===== src/rtl/instr_trace_buffer.sv =====
// Retired-instruction trace FIFO with class/target decode at capture time.
// Head entry is shown ahead; a full buffer either drops or overwrites the oldest entry.
module instr_trace_buffer #(
  parameter int DEPTH     = 16,
  parameter bit OVERWRITE = 1'b0,
  parameter int AW        = 4
) (
  input  logic          clk,
  input  logic          reset,
  input  logic          en,
  input  logic          in_valid,
  input  logic [31:0]   in_pc,
  input  logic [31:0]   in_instr,
  output logic          out_valid,
  input  logic          out_ready,
  output logic [31:0]   out_pc,
  output logic [31:0]   out_instr,
  output logic [3:0]    out_class,
  output logic [31:0]   out_target,
  output logic [AW:0]   count,
  output logic          full,
  output logic          empty,
  output logic [31:0]   retire_cnt,
  output logic [15:0]   drop_cnt
);

  localparam logic [AW:0]   FULL_C = (AW+1)'(DEPTH);
  localparam logic [AW:0]   ONE_C  = (AW+1)'(1);
  localparam logic [AW-1:0] ONE_P  = AW'(1);

  logic [31:0] pc_mem  [DEPTH];
  logic [31:0] ins_mem [DEPTH];
  logic [31:0] tgt_mem [DEPTH];
  logic [3:0]  cls_mem [DEPTH];

  logic [AW-1:0] wr_q, wr_d, rd_q, rd_d;
  logic [AW:0]   cnt_q, cnt_d;
  logic [31:0]   ret_q, ret_d;
  logic [15:0]   drop_q, drop_d;

  logic        push, pop, we, drop_inc;
  logic [5:0]  op, func;
  logic [3:0]  cls;
  logic [31:0] tgt, boff;

  assign push = en & in_valid;
  assign pop  = out_valid & out_ready;
  assign op   = in_instr[31:26];
  assign func = in_instr[5:0];
  assign boff = {{14{in_instr[15]}}, in_instr[15:0], 2'b00};

  always_comb begin
    cls = 4'd15;
    tgt = 32'h0;
    case (op)
      6'b000000: begin
        case (func)
          6'b100000: cls = 4'd1;
          6'b100010: cls = 4'd2;
          6'b001000: cls = 4'd3;
          6'b000000: cls = 4'd0;
          default:   cls = 4'd15;
        endcase
      end
      6'b001101: cls = 4'd4;
      6'b100011: cls = 4'd5;
      6'b101011: cls = 4'd6;
      6'b000100: begin
        cls = 4'd7;
        tgt = in_pc + 32'd4 + boff;
      end
      6'b001111: cls = 4'd8;
      6'b000011: begin
        cls = 4'd9;
        tgt = {in_pc[31:28], in_instr[25:0], 2'b00};
      end
      default:   cls = 4'd15;
    endcase
  end

  // When full, wr_q == rd_q, so an overwrite lands on the oldest entry.
  always_comb begin
    wr_d     = wr_q;
    rd_d     = rd_q;
    cnt_d    = cnt_q;
    ret_d    = ret_q;
    we       = 1'b0;
    drop_inc = 1'b0;
    if (push) begin
      if (pop) begin
        we    = 1'b1;
        wr_d  = wr_q + ONE_P;
        rd_d  = rd_q + ONE_P;
        ret_d = ret_q + 32'd1;
      end else if (!full) begin
        we    = 1'b1;
        wr_d  = wr_q + ONE_P;
        cnt_d = cnt_q + ONE_C;
        ret_d = ret_q + 32'd1;
      end else if (OVERWRITE) begin
        we       = 1'b1;
        wr_d     = wr_q + ONE_P;
        rd_d     = rd_q + ONE_P;
        ret_d    = ret_q + 32'd1;
        drop_inc = 1'b1;
      end else begin
        drop_inc = 1'b1;
      end
    end else if (pop) begin
      rd_d  = rd_q + ONE_P;
      cnt_d = cnt_q - ONE_C;
    end
    drop_d = (drop_inc && drop_q != 16'hFFFF) ? drop_q + 16'd1 : drop_q;
  end

  always_ff @(posedge clk or posedge reset) begin
    if (reset) begin
      wr_q   <= '0;
      rd_q   <= '0;
      cnt_q  <= '0;
      ret_q  <= '0;
      drop_q <= '0;
    end else begin
      wr_q   <= wr_d;
      rd_q   <= rd_d;
      cnt_q  <= cnt_d;
      ret_q  <= ret_d;
      drop_q <= drop_d;
    end
  end

  always_ff @(posedge clk) begin
    if (we) begin
      pc_mem[wr_q]  <= in_pc;
      ins_mem[wr_q] <= in_instr;
      tgt_mem[wr_q] <= tgt;
      cls_mem[wr_q] <= cls;
    end
  end

  assign out_valid  = (cnt_q != '0);
  assign out_pc     = pc_mem[rd_q];
  assign out_instr  = ins_mem[rd_q];
  assign out_class  = cls_mem[rd_q];
  assign out_target = tgt_mem[rd_q];
  assign count      = cnt_q;
  assign full       = (cnt_q == FULL_C);
  assign empty      = (cnt_q == '0);
  assign retire_cnt = ret_q;
  assign drop_cnt   = drop_q;

endmodule


===== config.mk =====
export PLATFORM = sky130hd
export DESIGN_NAME = instr_trace_buffer
export DESIGN_NICKNAME = d
export VERILOG_FILES = /design/src/rtl/instr_trace_buffer.sv
export SDC_FILE = /design/constraint.sdc
export NUM_CORES = 1
export LEC_CHECK = 0
export BUFFER_PORTS_ARGS = -buffer_cell sky130_fd_sc_hd__buf_4
export CORE_MARGIN = 3
export CORE_UTILIZATION = 40
export CTS_CLUSTER_SIZE = 10
export DETAILED_ROUTE_END_ITERATION = 10
export GPL_TIMING_DRIVEN = 0
export SKIP_LAST_GASP = 1
export SLEW_MARGIN = 25
export SYNTH_ARGS = -nofsm -noshare
export SYNTH_HDL_FRONTEND = slang
export SYNTH_SLANG_ARGS = --single-unit

===== constraint.sdc =====
create_clock -name clk -period 9.7 [get_ports clk]
set_input_delay 1.455 -clock clk [delete_from_list [all_inputs] [get_ports clk]]
set_output_delay 1.455 -clock clk [all_outputs]
set_load 0.01 [all_outputs]

==> flow_metrics.env, run 1 <==
export IMPL_setup_clock_skew_after_layout_ns=0.0221
export IMPL_cpLargestDelayFamily="buffers and inverters"
export IMPL_holdBufCountCts=0
export IMPL_design_core_area_um2=161000
export IMPL_row_count=147
export IMPL_layout_area_overhead_vs_synth_pct=19.4
export IMPL_synthDominantAreaCellType="sky130_fd_sc_hd__edfxtp_1"
export IMPL_tritoncts_num_buffers=189
export IMPL_cp_slowest_cell="sky130_fd_sc_hd__clkbuf_1"
export IMPL_timing_rr_start="count[0]"
export IMPL_gr_usage_all_layers_pct=20.1
export IMPL_hpwl_mm=113
export IMPL_async_reset_ff_share_pct=3.67
export IMPL_grt_pass1_wl_mm=239
export IMPL_leftover_overflow_at_the_end_of_global_routing=0
export IMPL_die_h_um=409
export IMPL_synthDistinctLibCells=76
export IMPL_register_bit_count_reported_by_yosys=1661
export IMPL_slew_headroom_pct=28.9
export IMPL_htree_levels=4
export IMPL_average_instance_area_after_synthesis_um2=23.2
export IMPL_hold_violations=0
export IMPL_setup_violations_final=0
export IMPL_final_cell_count_no_fill=5593
export IMPL_period_minus_slack_ns=5.61
export IMPL_drive_above_1_share_pct=35.0
export IMPL_wl_per_cell_um=29.8
export IMPL_synth_edff_count=1600
export IMPL_drt_pass1_iterations=5
export IMPL_fmaxAchievable_mhz=178
export IMPL_worstSetupPathType="flip-flop to output port"
export IMPL_viasPerCell=5.64
export IMPL_route_detailed_drc=0
export IMPL_number_of_drc_markers_in_iteration_0=3191
export IMPL_initial_core_util_pct=40.4
export IMPL_dominantRegCellSynth="sky130_fd_sc_hd__edfxtp_1"
export IMPL_cts_clk_slew_worst_paths_ns=0.06
export IMPL_cts_resizes=0
export IMPL_grt_max_degree=42
export IMPL_hp_class="flip-flop to flip-flop"
export IMPL_nFillCells=13000
export IMPL_r2r_slack_ns=6.27
export IMPL_netlist_area_before_placement_um2=65100
export IMPL_hold_depth=1
export IMPL_fraction_of_the_yosys_area_taken_by_sequential_cells_pct=76.1
export IMPL_numPortBuffers=224
export IMPL_dp_cells=5334
export IMPL_finalNetCount=3503
export IMPL_min_from="retire_cnt[31]"
export IMPL_drt_total_wl_mm=167
export IMPL_ctsRootBufferMaster="sky130_fd_sc_hd__clkbuf_16"
export IMPL_cts_buffer_depth=3
export IMPL_yosysWarnings=0
export IMPL_fin_tns_setup_ns=0
export IMPL_setup_worst_path_end_class="output port"
export IMPL_fp_dieW_um=409
export IMPL_post_route_period_util_pct=57.8
export IMPL_cts_tree="done"
export IMPL_vias=31600
export IMPL_fp_dieArea_um2=168000
export IMPL_post_synthesis_net_count=2948
export IMPL_first_global_vias=32600
export IMPL_timing_critical_path_from_type="flip-flop"
export IMPL_setup_repair_after_global_routing_missed_its_margin="false"
export IMPL_netlist_top_cells_area="sky130_fd_sc_hd__edfxtp_1, sky130_fd_sc_hd__mux4_2, sky130_fd_sc_hd__dfrtp_1"
export IMPL_worstReg2RegEnd="tgt_mem[3][8]"
export IMPL_worstPathBufferInverterCount=4
export IMPL_worst_endpoint_arrival_ns=4.15
export IMPL_synthesis_instances=2810
export IMPL_max_ir_drop_vdd_mv=0.144
export IMPL_path_max_fanout=10
export IMPL_status="complete, no violations"
export IMPL_post_synth_top_area_fraction_pct=73.8
export IMPL_least_margin_pin_slew_ns=1.07
export IMPL_cts_sink_count=1661
export IMPL_finalWeightedCongestion=0.829
export IMPL_worstPathCellList="clkbuf_1, clkbuf_2, clkbuf_1, mux4_2, mux4_2, buf_4"
export IMPL_leakagePower_nw=25.6
export IMPL_timing_max_cap_violations=0
export IMPL_holdPathEnd="retire_cnt[31]"
export IMPL_io_pins=225
export IMPL_rr_worst_depth=10
export IMPL_insertion_delay_ns=0.82
export IMPL_power_per_cell_area_nw_per_um2=273
export IMPL_post_cts_buffers=0
export IMPL_critPathRequiredTime_ns=8.25
export IMPL_slew_violations=0
export IMPL_antenna_violating_nets_post_route=0
export IMPL_grt_antenna_before_repair=15
export IMPL_worst_path_largest_cell_delay_ns=0.78
routing by layer:
| layer | GRT usage (%) | vias to the layer above | wire, um |
|---|---|---|---|
| li1 | - | 13100 | - |
| met1 | 27.7 | 17000 | 68300 |
| met2 | 32.2 | 1289 | 81400 |
| met3 | 4.74 | 215 | 13300 |
| met4 | 5.36 | 12 | 3880 |
| met5 | 0 | - | 80 |
power by group:
part / leakage (nW) / switching (mW) / total, mW / internal, mW
clock: 2.56 / 2.66 / 6.30 / 3.64
combinational: 7.51 / 3.50 / 6.59 / 3.08
sequential: 15.5 / 0.109 / 8.32 / 8.21
cells in the final DEF (no fill, tap or decap), types with 8 or more instances in the layout:
cell | Yosys | routed
sky130_fd_sc_hd__edfxtp_1 | 1600 | 1600
sky130_fd_sc_hd__mux4_2 | 500 | 500
sky130_fd_sc_hd__buf_4 | 0 | 232
sky130_fd_sc_hd__clkbuf_16 | 0 | 192
sky130_fd_sc_hd__clkbuf_1 | 74 | 100
sky130_fd_sc_hd__nand2_1 | 75 | 75
sky130_fd_sc_hd__ha_1 | 67 | 67
sky130_fd_sc_hd__xnor2_1 | 61 | 61
sky130_fd_sc_hd__dfrtp_1 | 61 | 61
sky130_fd_sc_hd__buf_16 | 0 | 55
sky130_fd_sc_hd__buf_2 | 38 | 43
sky130_fd_sc_hd__a21oi_1 | 33 | 33
sky130_fd_sc_hd__buf_6 | 0 | 32
sky130_fd_sc_hd__nor2_1 | 40 | 28
sky130_fd_sc_hd__buf_12 | 0 | 28
sky130_fd_sc_hd__inv_1 | 25 | 24
sky130_fd_sc_hd__nand3_1 | 20 | 20
sky130_fd_sc_hd__xor2_1 | 18 | 18
sky130_fd_sc_hd__clkbuf_2 | 0 | 18
sky130_fd_sc_hd__buf_8 | 0 | 17
sky130_fd_sc_hd__o21ai_1 | 9 | 14
sky130_fd_sc_hd__o21ai_0 | 26 | 13
sky130_fd_sc_hd__nor2_4 | 0 | 12
sky130_fd_sc_hd__a21o_1 | 11 | 11
sky130_fd_sc_hd__nand4_1 | 10 | 10
sky130_fd_sc_hd__nor3_1 | 14 | 10
sky130_fd_sc_hd__o21ai_2 | 1 | 9
sky130_fd_sc_hd__and3_1 | 8 | 8
registers in the layout, summed over array words and instances, names as in the netlist:
| signal | cells |
|---|---|
| pc_mem | 512 |
| retire_cnt | 32 |
| drop_cnt | 16 |
| ins_mem | 512 |
| cls_mem | 64 |
| count | 5 |
| wr_q | 4 |
| rd_q | 4 |
| tgt_mem | 512 |
worst max path at each step:
stage                                 to  cells past startpoint  slack (ns)        start
after floorplan           cls_mem[15][0]                      5        2.51           en
after global placement    tgt_mem[11][3]                      6       -3.95           en
after detailed placement  tgt_mem[8][29]                     12        4.33  in_instr[1]
after CTS                 out_target[22]                      6        3.99      rd_q[1]
after global routing      out_target[22]                      6        3.98      rd_q[1]
final                     out_target[23]                      6        4.09      rd_q[1]
through the flow:
stage                     area (um2)  worst slack [ns]  utilization (%)  total power, mW  hold slack [ns]
after floorplan                65100              2.51                -             12.3            0.508
after global placement         69500             -3.95             43.2             15.1            0.469
after detailed placement       72500              4.33             45.0             15.2            0.472
after CTS                      77800              3.99             48.3             21.5            0.486
after global routing           77800              3.98             48.3             22.1            0.496
final                          77800              4.09             48.3             21.2            0.486
cell families after synthesis:
family | after synthesis | share of synthesized area, %
adders and majority gates | 69 | 1.35
DFF | 1661 | 76.1
buffers and inverters | 149 | 0.932
muxes | 507 | 17.4
xor gates and xnor gates | 79 | 1.06
and+or+nand+nor | 210 | 1.65
AOI/OAI and AO/OA | 135 | 1.48
cell type report:
class / count / area, um2 / area share [%]
well taps: 2160 / 2700 / 3.47
inverters: 26 / 100 / 0.129
clock inverters: 22 / 303 / 0.389
flip-flops and latches: 1661 / 49600 / 63.7
multi-input cells: 1000 / 15200 / 19.5
clock buffers: 235 / 4980 / 6.40
repair buffers: 364 / 4430 / 5.70
diodes: 2 / 5.00 / 0.00643
plain buffers: 123 / 538 / 0.692
synthesized netlist by cell type (4+ instances only):
master	instances
sky130_fd_sc_hd__ha_1	67
sky130_fd_sc_hd__and3_1	8
sky130_fd_sc_hd__nor2_1	40
sky130_fd_sc_hd__o21ai_1	9
sky130_fd_sc_hd__nor2b_1	5
sky130_fd_sc_hd__a22o_1	6
sky130_fd_sc_hd__dfrtp_1	61
sky130_fd_sc_hd__nand2b_1	7
sky130_fd_sc_hd__edfxtp_1	1600
sky130_fd_sc_hd__mux2_2	4
sky130_fd_sc_hd__clkbuf_1	74
sky130_fd_sc_hd__a21oi_1	33
sky130_fd_sc_hd__xnor2_1	61
sky130_fd_sc_hd__nor3_1	14
sky130_fd_sc_hd__o21a_1	6
sky130_fd_sc_hd__nand2_1	75
sky130_fd_sc_hd__nand3_1	20
sky130_fd_sc_hd__buf_2	38
sky130_fd_sc_hd__inv_1	25
sky130_fd_sc_hd__buf_1	11
sky130_fd_sc_hd__mux4_2	500
sky130_fd_sc_hd__o21ai_0	26
sky130_fd_sc_hd__and2_1	4
sky130_fd_sc_hd__nand4_1	10
sky130_fd_sc_hd__o21bai_1	4
sky130_fd_sc_hd__xor2_1	18
sky130_fd_sc_hd__a21o_1	11
Power figures use the tool's default switching activity.
==> inputs of run 2 (changes only) <==
--- a/config.mk
+++ b/config.mk
@@ -5,6 +5,7 @@
 export SDC_FILE = /design/constraint.sdc
 export NUM_CORES = 1
 export LEC_CHECK = 0
+export ABC_AREA = 1
 export BUFFER_PORTS_ARGS = -buffer_cell sky130_fd_sc_hd__buf_4
 export CORE_MARGIN = 3
 export CORE_UTILIZATION = 40
==> constraint.sdc (replaced) <==
create_clock -name clk -period 5.5 [get_ports clk]
set_input_delay 0.825 -clock clk [delete_from_list [all_inputs] [get_ports clk]]
set_output_delay 0.825 -clock clk [all_outputs]
set_load 0.01 [all_outputs]
==> run 2 against run 1 <==
Clock-buffer cell count shrank 10. Setup slack lost 3.7 ns. Synthesized cell count grew 86%. Critical endpoint is now out_pc[30]. First-iteration DRC count grew 61%. Via count grew 43%.
==> flow_metrics.env, run 2 <==
export IMPL_status="complete, no violations"
export IMPL_synthesized_area_fraction_occupied_by_adder_cells_pct=1.26
export IMPL_cts_clk_slew_worst_paths_ns=0.06
export IMPL_yosys_mux_area_fraction_pct=5.73
export IMPL_setup_ws_ns=0.371
export IMPL_grt_max_degree=45
export IMPL_wl_per_cell_um=26.5
export IMPL_max_ir_drop_vdd_mv=0.335
export IMPL_compound_gate_portion_of_the_synthesized_area_pct=11.5
export IMPL_cts_tree="done"
export IMPL_cts_buffer_depth=3
export IMPL_timing_max_cap_violations=0
export IMPL_grt_antenna_before_repair=18
export IMPL_average_instance_area_after_synthesis_um2=13.4
export IMPL_drt_total_wl_mm=216
export IMPL_fp_dieW_um=424
export IMPL_period_minus_slack_ns=5.13
export IMPL_layout_cells_most_common_list="sky130_fd_sc_hd__edfxtp_1, sky130_fd_sc_hd__inv_1, sky130_fd_sc_hd__o21ai_0, sky130_fd_sc_hd__nand2_1, sky130_fd_sc_hd__a21oi_1"
export IMPL_number_of_drc_markers_in_iteration_0=5137
export IMPL_tritoncts_num_buffers=187
export IMPL_nFillCells=15100
export IMPL_vias=45200
export IMPL_insertion_delay_ns=0.82
export IMPL_design_core_area_um2=173000
export IMPL_netlist_top_cells_area="sky130_fd_sc_hd__edfxtp_1, sky130_fd_sc_hd__mux2i_1, sky130_fd_sc_hd__o211ai_1"
export IMPL_synthDistinctLibCells=41
export IMPL_dominantRegCellSynth="sky130_fd_sc_hd__edfxtp_1"
export IMPL_post_route_period_util_pct=93.3
export IMPL_initial_core_util_pct=40.5
export IMPL_finalNetCount=5919
export IMPL_setup_worst_path_end_class="output port"
export IMPL_ctsRootBufferMaster="sky130_fd_sc_hd__clkbuf_16"
export IMPL_layout_area_overhead_vs_synth_pct=18.3
export IMPL_htree_levels=4
export IMPL_mostFrequentLayoutCell="sky130_fd_sc_hd__edfxtp_1"
export IMPL_setup_repair_after_global_routing_missed_its_margin="false"
export IMPL_row_count=152
export IMPL_post_synthesis_net_count=5374
export IMPL_leakagePower_nw=30.4
export IMPL_least_margin_pin_slew_ns=1.10
export IMPL_worst_endpoint_arrival_ns=4.30
export IMPL_reg_largest_list="ins_mem x512, pc_mem x512, tgt_mem x512"
export IMPL_setup_violations_final=0
export IMPL_synth_top_cells_by_count="sky130_fd_sc_hd__edfxtp_1, sky130_fd_sc_hd__inv_1, sky130_fd_sc_hd__o21ai_0, sky130_fd_sc_hd__nand2_1, sky130_fd_sc_hd__a21oi_1"
export IMPL_fraction_of_the_yosys_area_taken_by_sequential_cells_pct=70.9
export IMPL_critPathRequiredTime_ns=4.68
export IMPL_setup_clock_skew_after_layout_ns=0.0181
export IMPL_synthesis_instances=5236
export IMPL_fp_dieArea_um2=180000
export IMPL_io_pins=225
export IMPL_fin_total_pwr_mw=41.3
export IMPL_power_per_cell_area_nw_per_um2=499
export IMPL_grt_pass1_wl_mm=310
export IMPL_dp_cells=7901
export IMPL_numPortBuffers=224
export IMPL_viasPerCell=5.55
export IMPL_synth_most_common_cell="sky130_fd_sc_hd__edfxtp_1"
export IMPL_detailedPlace_worstSlack_ns=1.18
export IMPL_first_global_vias=44100
export IMPL_largest_family_of_logic_cells_by_synthesized_area="compound AO/OA/AOI/OAI gates"
export IMPL_drive_above_1_share_pct=12.4
export IMPL_finalWeightedCongestion=0.884
export IMPL_fmaxAchievable_mhz=195
export IMPL_slew_violations=0
export IMPL_route_detailed_drc=0
export IMPL_post_cts_buffers=0
export IMPL_drt_pass1_iterations=6
export IMPL_hpwl_mm=150
export IMPL_synthDominantAreaCellType="sky130_fd_sc_hd__edfxtp_1"
export IMPL_synth_simple_area_share_pct=4.76
export IMPL_worstSetupPathType="flip-flop to output port"
export IMPL_async_reset_ff_share_pct=3.67
export IMPL_gr_usage_all_layers_pct=23.7
export IMPL_hp_class="primary input to flip-flop"
export IMPL_timing_critical_path_from_type="flip-flop"
export IMPL_synth_edff_count=1600
export IMPL_post_synth_top_area_fraction_pct=68.7
export IMPL_register_bit_count_reported_by_yosys=1661
export IMPL_slew_headroom_pct=26.9
export IMPL_final_cell_count_no_fill=8154
export IMPL_cts_sink_count=1661
export IMPL_antenna_violating_nets_post_route=0
export IMPL_leftover_overflow_at_the_end_of_global_routing=0
export IMPL_yosysWarnings=0
export IMPL_netlist_area_before_placement_um2=69900
export IMPL_die_h_um=424
export IMPL_hold_violations=0
export IMPL_xor_xnor_fraction_of_synth_area_pct=0.639
export IMPL_path_max_fanout=10
## run 2: cell types whose count changed after synthesis, moves of 104 or more
cell,before,now
sky130_fd_sc_hd__o21ai_0,26,522
sky130_fd_sc_hd__a21oi_1,33,424
sky130_fd_sc_hd__clkbuf_1,74,178
sky130_fd_sc_hd__mux2i_1,2,400
sky130_fd_sc_hd__o211ai_1,1,401
sky130_fd_sc_hd__mux4_2,500,0
sky130_fd_sc_hd__nand3_1,20,146
sky130_fd_sc_hd__nand2_1,75,486
sky130_fd_sc_hd__inv_1,25,555
## run 2: where the power goes
part | internal, mW | switching [mW] | total, mW
combinational | 5.13 | 10.4 | 15.6
sequential | 14.5 | 0.228 | 14.7
clock | 6.26 | 4.76 | 11.0
## run 2: final cells by class
type                    instances  area (um2)  share of cell area, %
diodes                          8        20.0                 0.0242
repair buffers                356        4510                   5.45
clock inverters                19         240                  0.290
plain buffers                 297        1600                   1.94
clock buffers                 225        4920                   5.94
flip-flops and latches       1661       49600                   59.9
inverters                     560        2100                   2.54
multi-input cells            2718       16900                   20.4
well taps                    2310        2890                   3.49
## run 2: through the flow
stage	utilization (%)	TNS [ns]	hold WS, ns	area, um2
after global placement	43.2	-7934.81	0.488	74500
after floorplan	-	-743.61	0.501	69900
final	47.9	0	0.342	82700
after detailed placement	44.9	0	0.491	77600
after global routing	47.9	0	0.301	82700
after CTS	47.9	0	0.278	82700
## run 2: worst paths after layout
kind / from / end / slack, ns / depth (start not counted)
min: in_pc[2] / pc_mem[10][2] / 0.34 / 1
max in group asynchronous: reset / retire_cnt[3] / 4.39 / 4
max reg2reg: count[0] / tgt_mem[5][9] / 1.89 / 12
max: rd_q[1] / out_pc[30] / 0.37 / 9
min in group asynchronous: reset / rd_q[0] / 0.56 / 3
min reg2reg: retire_cnt[14] / retire_cnt[14] / 0.50 / 1
## run 2: what timing repair did
action                    4_1_cts  5_1_grt
hold buffers                    1        0
gates resized for setup         0        0
hold endpoints to repair       17        0
## run 2: cells by family (layout without fill, tap and decap cells)
kind of cell	Yosys count	after routing
DFF	1661	1661
muxes	400	400
other	0	8
buffers and inverters	857	1457
xor gates and xnor gates	51	51
and+or+nand+nor	806	806
AOI/OAI and AO/OA	1392	1392
adders and majority gates	69	69
## run 2: critical path, cell delays in order (launching register included)
cell and delay (ns):
sky130_fd_sc_hd__dfrtp_1 0.37, sky130_fd_sc_hd__buf_2 0.15, sky130_fd_sc_hd__inv_2 0.10, sky130_fd_sc_hd__buf_4 0.34
sky130_fd_sc_hd__buf_2 0.85, sky130_fd_sc_hd__clkbuf_1 0.58, sky130_fd_sc_hd__o211ai_1 0.20, sky130_fd_sc_hd__o211ai_1 0.29
sky130_fd_sc_hd__nand2_1 0.31, sky130_fd_sc_hd__buf_4 0.23
## run 2: per-layer routing
metal  part of all wire, %  vias up  GRT usage [%]
li1                      -    20300              -
met1                    42    22700           32.5
met2                    47     1986           38.1
met3                   8.4      320           4.60
met4                   2.7        4           7.37
met5                 0.013        -              0
